File: src/rtl/fft_pkg.sv
// fft_pkg: shared constants and FSM state type for the in-place radix-2 FFT sequencer
package fft_pkg;
    localparam int LOG2N_DEF = 10;
    localparam int CPLX_W = 64;
    localparam int TW_W = 32;
    localparam int BFLY_LATENCY = 8;
    typedef enum logic [2:0] {IDLE, RUN, DRAIN, NEXT, FINISH} state_t;
endpackage

File: src/rtl/clock_delay.sv
// clock_delay: DEPTH-cycle shift register with synchronous clear of every tap
module clock_delay #(
    parameter int WIDTH = 1,
    parameter int DEPTH = 1
) (
    input  logic             clk,
    input  logic             clr,
    input  logic [WIDTH-1:0] d,
    output logic [WIDTH-1:0] q
);
    logic [WIDTH-1:0] sr_q [DEPTH];
    logic [WIDTH-1:0] sr_d [DEPTH];
    always_comb begin
        sr_d[0] = d;
        for (int i = 1; i < DEPTH; i++) sr_d[i] = sr_q[i-1];
    end
    always_ff @(posedge clk) begin
        if (clr) begin
            for (int i = 0; i < DEPTH; i++) sr_q[i] <= '0;
        end else begin
            sr_q <= sr_d;
        end
    end
    assign q = sr_q[DEPTH-1];
endmodule

File: src/rtl/fft_addr_gen.sv
// fft_addr_gen: maps (stage, butterfly j) to the two operand addresses and twiddle index
module fft_addr_gen #(
    parameter int LOG2N = fft_pkg::LOG2N_DEF
) (
    input  logic [LOG2N-1:0] stage,
    input  logic [LOG2N-2:0] j,
    output logic [LOG2N-1:0] addr_a,
    output logic [LOG2N-1:0] addr_b,
    output logic [LOG2N-2:0] tw_addr
);
    import fft_pkg::*;
    localparam logic [LOG2N-2:0] J_ONE = 1;
    localparam logic [LOG2N-1:0] A_ONE = 1;
    logic [LOG2N-2:0] pos;
    logic [LOG2N-1:0] sh;
    // In the last stage 1<<s overflows to 0, so the mask becomes all ones as required
    always_comb begin
        pos = j & ((J_ONE << stage) - J_ONE);
        sh = LOG2N'(LOG2N - 1) - stage;
        tw_addr = pos << sh;
        addr_a = (({1'b0, j} >> stage) << (stage + A_ONE)) | {1'b0, pos};
        addr_b = addr_a + (A_ONE << stage);
    end
endmodule

File: src/rtl/fft_stage_sequencer.sv
// fft_stage_sequencer: walks LOG2N radix-2 stages, issuing reads and delayed write-backs
// Optional issue stall via `define FFT_STAGE_SEQUENCER_HOLD_EN (adds input hold).
module fft_stage_sequencer #(
    parameter int LOG2N = fft_pkg::LOG2N_DEF,
    parameter int RD_LATENCY = 1,
    parameter int BFLY_LATENCY = fft_pkg::BFLY_LATENCY
) (
    input  logic             clk,
    input  logic             rst_n,
    input  logic             start,
`ifdef FFT_STAGE_SEQUENCER_HOLD_EN
    input  logic             hold,
`endif
    output logic             busy,
    output logic             done,
    output logic [LOG2N-1:0] stage,
    output logic             rd_en,
    output logic [LOG2N-1:0] rd_addr_a,
    output logic [LOG2N-1:0] rd_addr_b,
    output logic [LOG2N-2:0] tw_addr,
    output logic             wr_en,
    output logic [LOG2N-1:0] wr_addr_a,
    output logic [LOG2N-1:0] wr_addr_b
);
    import fft_pkg::*;
    localparam int D = RD_LATENCY + BFLY_LATENCY;
    localparam int CW = $clog2(D + 1);
    localparam int WBW = 2 * LOG2N + 1;
    localparam logic [LOG2N-2:0] J_ONE = 1;
    localparam logic [LOG2N-1:0] S_ONE = 1;
    localparam logic [CW-1:0] C_ONE = 1;
    state_t state_q, state_d;
    logic [LOG2N-1:0] stage_q, stage_d;
    logic [LOG2N-2:0] j_q, j_d;
    logic [CW-1:0] cnt_q, cnt_d;
    logic busy_q, busy_d, done_q, done_d, hold_i;
    logic [LOG2N-1:0] rd_addr_a_q, rd_addr_b_q, addr_a_d, addr_b_d;
    logic [LOG2N-2:0] tw_addr_q, tw_d;
    logic [WBW-1:0] wb_q;
`ifdef FFT_STAGE_SEQUENCER_HOLD_EN
    assign hold_i = hold;
`else
    assign hold_i = 1'b0;
`endif
    always_comb begin
        state_d = state_q;
        stage_d = stage_q;
        j_d = j_q;
        cnt_d = cnt_q;
        busy_d = busy_q;
        done_d = 1'b0;
        unique case (state_q)
            IDLE: if (start) begin
                state_d = RUN;
                stage_d = '0;
                j_d = '0;
                busy_d = 1'b1;
            end
            RUN: if (!hold_i) begin
                if (j_q == '1) begin
                    state_d = DRAIN;
                    cnt_d = CW'(D - 1);
                end else begin
                    j_d = j_q + J_ONE;
                end
            end
            // Wait out the read + butterfly pipeline so the next stage never reads stale data
            DRAIN: if (cnt_q != '0) begin
                cnt_d = cnt_q - C_ONE;
            end else if (stage_q == LOG2N'(LOG2N - 1)) begin
                state_d = FINISH;
                busy_d = 1'b0;
                done_d = 1'b1;
            end else begin
                state_d = NEXT;
            end
            NEXT: begin
                state_d = RUN;
                stage_d = stage_q + S_ONE;
                j_d = '0;
            end
            FINISH: begin
                state_d = IDLE;
                stage_d = '0;
                j_d = '0;
            end
            default: state_d = IDLE;
        endcase
    end
    fft_addr_gen #(.LOG2N(LOG2N)) u_addr (
        .stage   (stage_d),
        .j       (j_d),
        .addr_a  (addr_a_d),
        .addr_b  (addr_b_d),
        .tw_addr (tw_d)
    );
    always_ff @(posedge clk) begin
        if (!rst_n) begin
            state_q <= IDLE;
            stage_q <= '0;
            j_q <= '0;
            cnt_q <= '0;
            busy_q <= 1'b0;
            done_q <= 1'b0;
            rd_addr_a_q <= '0;
            rd_addr_b_q <= '0;
            tw_addr_q <= '0;
        end else begin
            state_q <= state_d;
            stage_q <= stage_d;
            j_q <= j_d;
            cnt_q <= cnt_d;
            busy_q <= busy_d;
            done_q <= done_d;
            rd_addr_a_q <= addr_a_d;
            rd_addr_b_q <= addr_b_d;
            tw_addr_q <= tw_d;
        end
    end
    assign rd_en = (state_q == RUN) && !hold_i;
    clock_delay #(.WIDTH(WBW), .DEPTH(D)) u_wb (
        .clk (clk),
        .clr (!rst_n),
        .d   ({rd_en, rd_addr_a_q, rd_addr_b_q}),
        .q   (wb_q)
    );
    assign {wr_en, wr_addr_a, wr_addr_b} = wb_q;
    assign busy = busy_q;
    assign done = done_q;
    assign stage = stage_q;
    assign rd_addr_a = rd_addr_a_q;
    assign rd_addr_b = rd_addr_b_q;
    assign tw_addr = tw_addr_q;
endmodule

File: config.mk
export PLATFORM = sky130hd
export DESIGN_NAME = fft_stage_sequencer
export DESIGN_NICKNAME = d
export VERILOG_FILES = /design/src/rtl/fft_pkg.sv /design/src/rtl/clock_delay.sv /design/src/rtl/fft_addr_gen.sv /design/src/rtl/fft_stage_sequencer.sv
export SDC_FILE = /design/constraint.sdc
export NUM_CORES = 1
export LEC_CHECK = 0
export CORE_MARGIN = 4
export CORE_UTILIZATION = 25
export DETAILED_ROUTE_END_ITERATION = 10
export GPL_TIMING_DRIVEN = 0
export PLACE_DENSITY_LB_ADDON = 0.12
export SETUP_SLACK_MARGIN = 0.2
export SLEW_MARGIN = 10
export SYNTH_ARGS = -nofsm -noshare
export SYNTH_HDL_FRONTEND = slang
export SYNTH_HIERARCHICAL = 1
export SYNTH_SLANG_ARGS = --single-unit
File: constraint.sdc
create_clock -name clk -period 13 [get_ports clk]
set_input_delay 1.95 -clock clk [delete_from_list [all_inputs] [get_ports clk]]
set_output_delay 1.95 -clock clk [all_outputs]
set_load 0.05 [all_outputs]
==> flow_summary.toml <==
[cts]
cts-resized-gates = 0
root_buffer = "clkbuf_16"
ctsLongestPathBuffers = 3
tritoncts.num_buffers = 28
cts.sinks = 246
postCtsSetupRepairBufs = 0
cts.hold.buffers_added = 0
cts.reportedPaths.clkPinSlew_ps = 60
source_to_sink_clock_delay_at_the_later_pin_of_the_worst_skew_pair_ps = 540
tritoncts_clock_tree = "yes"
htree_num_levels = 1

[floorplan]
placement_rows = 73
overall_die_height_um = 209.3
floorplan.initialDensity_pct = 25.38
floorplan.die_area_um2 = 43800
die_x_um = 209.3
core_region_area_um2 = 39910
top_level_ports = 66

[setup_path]
critical_path_endpoint_category = "flop"
worstPathCellList = "clkdlybuf4s50_1 -> o21bai_1 -> o21ai_1 -> o22ai_1 -> buf_2 -> buf_1 -> buf_2 -> buf_1 -> nor3_1 -> nand2_1 -> ha_1 -> clkbuf_1 -> inv_1 -> xnor2_1 -> nand2_1 -> o21ai_0 -> ha_1 -> a21o_1 -> a21oi_1 -> o21bai_1 -> a21oi_1 -> o21ai_0 -> xor2_1 -> and2_1"
timing_worst_setup_path_type = "in -> reg"
cp_slowest_cell = "o22ai_1"
signal_arrival_time_at_the_worst_endpoint_ps = 8390
endpoint_required_time_on_the_critical_path_ps = 13430
crit_path_max_incr_delay_ps = 740
worstPathMaxFanout = 10
timing.critical_path.from_type = "input port"

[sta]
setup_viol_count_final = 0
finalWorstPathRequiredPeriod_ps = 7957
max_slew_margin_pct = 39.01
final.period_utilization_pct = 61.21
tightestPinTransition_ps = 889.4
tns_ps = 0
timing_max_transition_violations_final = 0
finClkSkew_ps = 10.83
rsz0062_at_grt = "false"
timing.fmax_mhz = 125.7
hold_violations = 0
whs_ps = 431.7

[synth]
proportion_of_netlist_area_held_by_the_largest_area_contributor_pct = 48.62
synthesis.area_per_instance_um2 = 10.44
syn_area_um2 = 10130
postSynthNetCount = 992
synth_seq_cells = 246
yosys_warnings = 6
synth_edf_count = 0
synth.cells.most_frequent = "246 x dfxtp_1, 94 x nor2b_1, 60 x nor2b_2"
synth_async_sr_flop_share_pct = 0
dominantRegCellSynth = "dfxtp_1"
syn_inst = 970
netlist-cell-type-count = 84
yosys-top-cells-area = "dfxtp_1 49%, nor2b_1 5.8%, nor2b_4 5.4%"
synth_most_common_cell = "dfxtp_1"
seq_area_frac_synth_pct = 48.62
cell_taking_the_most_area_after_synthesis = "dfxtp_1"

[job]
max_cap_viol_count = 0

[placement]
postPlaceCellArea_um2 = 11440
numPortBuffers = 65
dp_hpwl_um = 16770
routabilityCongestion = 0.8657
dpl.cell_count = 1560

[routing]
initial_drc_count = 255
via_count = 6803
drt_pass1_iterations = 5
final_antenna_net_count = 0
drc = 0
postRouteWirelength_um = 22760
wl_per_cell_um = 14.12
routed_via_density = 4.220

[global_routing]
number_of_antenna_violations_at_the_first_check_in_global_routing = 0
grt_pass1_vias = 6637
first_pass_grt_wire_length_um = 36960
grt_usage_pct = 10.27
globalRoute.totalOverflow = 0
grt_start_max_net_pins = 16

[power]
power_report.internal_total_mw = 1.316
p_comb_share_pct = 8.1
power.density_cell_area_nw_per_um2 = 138.6
power_leakage_nw = 4.524
pwr-share-clk_pct = 46.9
switching_share_pct = 23.60
power.ir.vdd_worst_uv = 86.20
net-switching-power_mw = 0.4066
portion_of_total_power_attributed_to_sequential_cells_pct = 44.9

[layout]
instances_no_fill = 1612
layout-drive-gt1-share_pct = 18.68
fin_util_pct = 31.13
layout-area-overhead-vs-synth_pct = 22.69
stdcell_area_um2 = 12430
design.final.nets = 1087
antenna-diode-count = 0

[run_status]
outcome = "complete, no violations"

[worst_hold_path]
hold_class = "reg -> reg"
## power by group through the flow
stage	Clock, mW	Combinational, mW	Sequential (mW)
floorplan	0	0.0865	0.804
global placement	0	0.142	0.791
detailed placement	0	0.141	0.791
CTS	0.841	0.141	0.775
global route	0.875	0.154	0.775
finish	0.809	0.140	0.774
## worst paths after layout
path,slack [ps],depth (start not counted),from,endpoint
max,5040,24,start,rd_addr_b[8]$_SDFF_PN0_
max reg2reg,6420,25,state_q[0]$_SDFFE_PN0P_,rd_addr_b[8]$_SDFF_PN0_
min reg2reg,430,1,u_wb/sr_d[20]$_SDFF_PP0_,u_wb/q[20]$_SDFF_PP0_
min,430,1,u_wb/sr_d[20]$_SDFF_PP0_,u_wb/q[20]$_SDFF_PP0_
## per-layer routing
layer  vias to the layer above  wire (um)  share of wire [%]  track usage (%)
li1                       3504          -                  -                -
met1                      3112      10300                 45            13.56
met2                       144      10620                 47            16.99
met3                        43       1216                5.3            1.839
met4                         0        616                2.7            3.510
met5                         -          0                  0                0
## critical path: cells and delay by family
kind                       cells  cell delay [ps]
buffers and inverters          7             2520
AOI/OAI and AO/OA              9             2470
and+or+nand+nor                4              520
adders and majority gates      2              490
xor gates and xnor gates       2              430
## placed cells by master (no fill, tap or decap), types with 7 or more instances in the layout
| cell type | instances |
|---|---|
| mux2i_1 | 12 |
| a31oi_1 | 13 |
| or2_2 | 7 |
| nor3_1 | 18 |
| inv_1 | 19 |
| nor2b_1 | 94 |
| buf_6 | 12 |
| ha_1 | 18 |
| dfxtp_1 | 246 |
| nand2_1 | 48 |
| nand3_1 | 25 |
| clkbuf_1 | 28 |
| or3_1 | 9 |
| a21o_1 | 7 |
| nor2_1 | 35 |
| o21ai_0 | 30 |
| a21oi_1 | 24 |
| o211ai_1 | 13 |
| clkbuf_16 | 28 |
| and2_1 | 45 |
| xnor2_1 | 13 |
| clkdlybuf4s50_1 | 65 |
| clkbuf_8 | 7 |
| buf_2 | 15 |
| nor2b_2 | 60 |
| nor2b_4 | 40 |
## layout make-up
| class | instances | area (um^2) |
|---|---|---|
| Timing Repair Buffer | 65 | 650.6 |
| Clock inverter | 13 | 178.9 |
| Multi-Input combinational cell | 643 | 4698 |
| Inverter | 20 | 87.58 |
| Buffer | 61 | 417.9 |
| Fill cell | 4074 | 27490 |
| Clock buffer | 39 | 812.0 |
| Sequential cell | 246 | 4925 |
| Tap cell | 525 | 656.9 |
## state kept, by name (all words and copies together) (netlist names), 3 cells and up
signal	count
rd_addr_a	10
rd_addr_b	10
cnt_q	4
state_q	3
u_wb/q	21
j_q	9
tw_addr	9
u_wb/sr_d	168
stage	10
## logic make-up (layout without fill, tap and decap cells)
kind of cell	Yosys count	in the layout	share of synthesized area, %
adders and majority gates	19	19	2.421
buffers and inverters	81	198	4.991
muxes	18	18	2.298
AOI/OAI and AO/OA	154	154	10.59
and+or+nand+nor	433	433	29.44
xor gates and xnor gates	19	19	1.643
DFF	246	246	48.62
## through the flow
| stage | total power [mW] | setup slack [ps] |
|---|---|---|
| finish | 1.723 | 5043 |
| global route | 1.804 | 4424 |
| CTS | 1.757 | 5109 |
| detailed placement | 0.9321 | 4535 |
| global placement | 0.9330 | 4420 |
| floorplan | 0.8904 | 6630 |
Note: power is estimated with default switching activity, not from simulation.
==> RTL edit 1 (config.mk and constraints unchanged) <==
The parameter `RD_LATENCY` goes from 1 to 2.
--- a/src/rtl/fft_stage_sequencer.sv
+++ b/src/rtl/fft_stage_sequencer.sv
@@ -2,7 +2,7 @@
 // Optional issue stall via `define FFT_STAGE_SEQUENCER_HOLD_EN (adds input hold).
 module fft_stage_sequencer #(
     parameter int LOG2N = fft_pkg::LOG2N_DEF,
-    parameter int RD_LATENCY = 1,
+    parameter int RD_LATENCY = 2,
     parameter int BFLY_LATENCY = fft_pkg::BFLY_LATENCY
 ) (
     input  logic             clk,
Check against the original RTL: same outputs for any inputs over 10 cycles, from zero or initial values and one cycle with rst_n low; that may be too few to reach the edited logic, so the function may still have changed.
==> RTL edit 1 against the original RTL <==
- routed wire length down 1.8%
- sequential cell count up 21
- total power down 0.21%
- hold slack worse by 0.014 ns
- area after synthesis down 0.73%
- setup slack better by 0.058 ns
- combinational power down 22%
- final area down 1.2%
- largest power group is now sequential cells
==> RTL edit 1: results (changes against the original RTL) <==
[run_status]
status = finished, final reports clean  ; unchanged

[pwr]
p_leak_nw = 4.65  ; was 4.52 nW
p_clk_frac = 0.450  ; was 0.469
vdd_drop_max_mv = 0.0936  ; was 0.0862 mV
clock_power_mw = 0.774  ; was 0.809 mW
pg_seq_mw = 0.836  ; was 0.774 mW
p_int_mw = 1.33  ; was 1.32 mW

[final_layout]
nNetsFinal = 1125  ; was 1087
layout-drive-gt1-share = 0.0944  ; was 0.187
fillers = 4213  ; was 4074
largest_reg_flops = 189  ; was 168

[placement]
routabilityCongestion = 0.864  ; was 0.866
place_hpwl_mm = 16.5  ; was 16.8 mm

[die]
start_util = 0.253  ; was 0.254

[critical_path]
r2r-start = state_q[2]  ; was state_q[0]
cpPeakStageDelay_ns = 0.81  ; was 0.74 ns
crit_arrival_ns = 8.34  ; was 8.39 ns
cp_max_fo = 10  ; unchanged

[routing]
wl_met2_mm = 10.6  ; about the same
wl_met1_mm = 10.2  ; was 10.3 mm
met3_length_um = 978  ; was 1.22 mm
wl_mm = 22.3  ; was 22.8 mm
vias = 6874  ; was 6803

[global_route]
grt_pass1_wl_mm = 35.8  ; was 37.0 mm
grt_usage = 0.100  ; was 0.103
grt_max_degree = 16  ; unchanged
grt_pass1_vias = 6534  ; was 6637

[yosys]
ys_types = 80  ; was 84
syn_nets = 1029  ; was 992
synth_area_leaders = dfxtp_1 53%, nor2b_1 13%, and2_1 2.7%  ; was dfxtp_1 49%, nor2b_1 5.8%, nor2b_4 5.4%
synth_seq_area_share = 0.532  ; was 0.486
synthTopCellsByCount = 267 x dfxtp_1, 212 x nor2b_1, 47 x nand2_1  ; was 246 x dfxtp_1, 94 x nor2b_1, 60 x nor2b_2

[clock_network]
cts_buffers = 29  ; was 28

[timing]
clock-skew-final_ns = 0.0116  ; was 0.0108 ns
timing.hold.ws_ns = 0.418  ; was 0.432 ns
tightest_slew_ns = 1.01  ; was 0.889 ns

[worst_hold_path]
min_to = u_wb/sr_d[104]  ; was u_wb/q[20]
holdCritStartpoint = u_wb/sr_d[125]  ; was u_wb/sr_d[20]

RTL edit 1: through the flow:
stage          worst slack, ns  cell area, um2  instances
4_1_cts                   5.14           12300       1648
3_3_place_gp              4.50           11400       1597
2_1_floorplan             6.72           10100       1007
6_report                  5.10           12300       1648
5_1_grt                   4.51           12300       1648
3_5_place_dp              4.56           11400       1597
RTL edit 1: routing by layer:
metal	up-vias	GRT usage
met5	-	0
li1	3600	-
met4	0	0.0344
met2	137	0.171
met3	32	0.0167
met1	3105	0.129
RTL edit 1: cells by family (layout without fill, tap and decap cells):
family	after synthesis	count (layout)	synth area share
AOI/OAI and AO/OA	154	154	0.105
DFF	267	267	0.532
and+or+nand+nor	450	450	0.261
buffers and inverters	81	197	0.0394
adders and majority gates	19	19	0.0244
xor gates and xnor gates	19	19	0.0166
muxes	17	17	0.0220
RTL edit 1: worst max-delay path by stage:
stage | depth (start not counted) | slack (ns) | startpoint | to
after floorplan | 23 | 6.72 | start | rd_addr_b[8]
after global placement | 24 | 4.50 | start | rd_addr_b[8]
after detailed placement | 24 | 4.56 | start | rd_addr_b[8]
after CTS | 24 | 5.14 | start | rd_addr_b[8]
after global routing | 24 | 4.51 | start | rd_addr_b[8]
final | 24 | 5.10 | start | rd_addr_b[8]
RTL edit 1: area by class of cell:
type | instances | area share
multi-input cells | 659 | 0.351
repair buffers | 65 | 0.0530
plain buffers | 60 | 0.0259
flip-flops and latches | 267 | 0.435
inverters | 21 | 0.00642
clock buffers | 43 | 0.0675
well taps | 525 | 0.0535
clock inverters | 8 | 0.00723
==> RTL edit 2 (same flow settings) <==
Without the edit above. Register the input `start` before use, without a reset. The logic sees it one clock later.
--- a/src/rtl/fft_stage_sequencer.sv
+++ b/src/rtl/fft_stage_sequencer.sv
@@ -29,6 +29,13 @@
     localparam logic [LOG2N-2:0] J_ONE = 1;
     localparam logic [LOG2N-1:0] S_ONE = 1;
     localparam logic [CW-1:0] C_ONE = 1;
+
+    logic start_q;
+
+    always_ff @(posedge clk) begin
+        start_q <= start;
+    end
+
     state_t state_q, state_d;
     logic [LOG2N-1:0] stage_q, stage_d;
     logic [LOG2N-2:0] j_q, j_d;
@@ -50,7 +57,7 @@
         busy_d = busy_q;
         done_d = 1'b0;
         unique case (state_q)
-            IDLE: if (start) begin
+            IDLE: if (start_q) begin
                 state_d = RUN;
                 stage_d = '0;
                 j_d = '0;
Formal check against the unedited RTL: not equivalent (a bounded check fails within 4 cycles, from zero or initial values and one cycle with rst_n low).
==> RTL edit 2 against the original RTL <==
- final area down 1.8%
- area after synthesis down 1.6%
- sequential cell count up 1
- largest cell class unchanged
- first-iteration DRC count down 5.9%
- routed wire length down 2.5%
- final cell count down 1.6%
- fmax up 23%
- clock power down 3.5%
- critical path type is now register to register
- non-clock buffer count down 6
- setup slack better by 1.5 ns
- utilization up 0.14 points
- total power up 1.9%
- register-to-register slack better by 0.10 ns
==> RTL edit 2: results (changes against the original RTL) <==
[global_route]
grt_usage = 0.103  ; about the same
gr-total-overflow = 0  ; unchanged
antenna_found_initial = 0  ; unchanged
grt_max_degree = 16  ; unchanged
grt_pass1_wl_mm = 36.3  ; was 37.0 mm

[critical_path]
crit_slowest_cell = o22ai_1  ; unchanged
cp_max_fo = 10  ; unchanged
cpPeakStageDelay_ns = 0.70  ; was 0.74 ns
crit_arrival_ns = 6.93  ; was 8.39 ns
r2r_cells = 25  ; unchanged

[placement]
io_buffers = 65  ; unchanged
routabilityCongestion = 0.820  ; was 0.866
dp_cells = 1535  ; was 1560
place_hpwl_mm = 16.0  ; was 16.8 mm
post-place-ws_ns = 6.50  ; was 4.54 ns
place_area_mm2 = 0.0113  ; was 0.0114 mm2

[clock_network]
postCtsSetupRepairBufs = 0  ; unchanged
cts-htree-levels = 1  ; unchanged
cts-root-buf = clkbuf_16  ; unchanged
cts_resized = 0  ; unchanged
clock_path_buffers = 3  ; unchanged
insertion_delay_ns = 0.56  ; was 0.54 ns
clk_pin_slew_worst_paths_ns = 0.06  ; about the same
cts_buffers = 28  ; unchanged

[routing]
drtIter0Drc = 240  ; was 255
drtPass1Iterations = 6  ; was 5
wl_mm = 22.2  ; was 22.8 mm
vias = 6570  ; was 6803
detail_route.wl_per_cell_um = 14.0  ; was 14.1 um

[final_layout]
layout-drive-gt1-share = 0.182  ; was 0.187
fin_util = 0.313  ; was 0.311
fillers = 4058  ; was 4074
nNetsFinal = 1069  ; was 1087
largest_reg_flops = 168  ; unchanged

[pwr]
p_leak_nw = 4.45  ; was 4.52 nW
vdd_drop_max_mv = 0.0901  ; was 0.0862 mV

[timing]
tightest_slew_ns = 1.07  ; was 0.889 ns
clock-skew-final_ns = 0.0132  ; was 0.0108 ns

[yosys]
synthTopCellsByCount = 247 x dfxtp_1, 93 x nor2b_1, 60 x nor2b_2  ; was 246 x dfxtp_1, 94 x nor2b_1, 60 x nor2b_2
ys_types = 81  ; was 84
synth_warnings = 6  ; unchanged
synth_area_leaders = dfxtp_1 50%, nor2b_1 5.8%, nor2b_4 5.5%  ; was dfxtp_1 49%, nor2b_1 5.8%, nor2b_4 5.4%
synth_seq_area_share = 0.496  ; was 0.486
syn_nets = 974  ; was 992
syn_inst = 952  ; was 970
synthArstFlopShare = 0  ; unchanged

[worst_hold_path]
whs_path_depth = 1  ; unchanged
hp-class = register to register  ; unchanged

[run_status]
status = finished, final reports clean  ; unchanged

RTL edit 2: cell count changes in the layout (fill, tap and decap cells not counted), moves of 4 or more:
cell	delta
nand2_1	-6
nor4_1	+5
buf_2	-4
clkbuf_1	+4
o21ai_1	+4
RTL edit 2: path summary, 6_finish.rpt:
| check | from | end | slack, ns |
|---|---|---|---|
| max | state_q[2] | rd_addr_b[8] | 6.52 |
| min | u_wb/sr_d[42] | u_wb/sr_d[21] | 0.43 |
| max reg2reg | state_q[2] | rd_addr_b[8] | 6.52 |
| min reg2reg | u_wb/sr_d[42] | u_wb/sr_d[21] | 0.43 |
RTL edit 2: cells by family after synthesis:
kind of cell,count (synthesis),synth area share
AOI/OAI and AO/OA,148,0.100
xor gates and xnor gates,19,0.0167
adders and majority gates,19,0.0246
buffers and inverters,77,0.0467
DFF,247,0.496
muxes,17,0.0223
and+or+nand+nor,425,0.294
RTL edit 2: layout make-up:
type,count,area share
sequential,247,0.405
multi-input combinational,628,0.374
clock buffer,42,0.0667
timing repair buffer,65,0.0533
tap,518,0.0531
buffer,55,0.0314
clock inverter,8,0.00944
inverter,22,0.00677
antenna,1,0.000205
RTL edit 2: report_power, final:
group,internal [mW],switching [mW]
Clock,0.471,0.310
Combinational,0.0691,0.122
Sequential,0.773,0.00960
Total,1.31,0.441
RTL edit 2: worst max-delay path, delay by kind of cell (launching register included):
family	cells	cell delay (ns)
adder cells (fa/ha/maj)	2	0.52
XOR/XNOR	2	0.44
buffers and inverters	8	2.36
flip-flops	1	0.32
AO/OA/AOI/OAI	8	2.02
AND/OR/NAND/NOR	5	0.68
RTL edit 2: routing by layer:
| metal | vias to the layer above | GRT usage | share of wire |
|---|---|---|---|
| met1 | 2953 | 0.128 | 0.45 |
| met2 | 140 | 0.174 | 0.47 |
| li1 | 3428 | - | - |
| met4 | 0 | 0.0405 | 0.036 |
| met5 | - | 0 | 0 |
| met3 | 49 | 0.0207 | 0.043 |
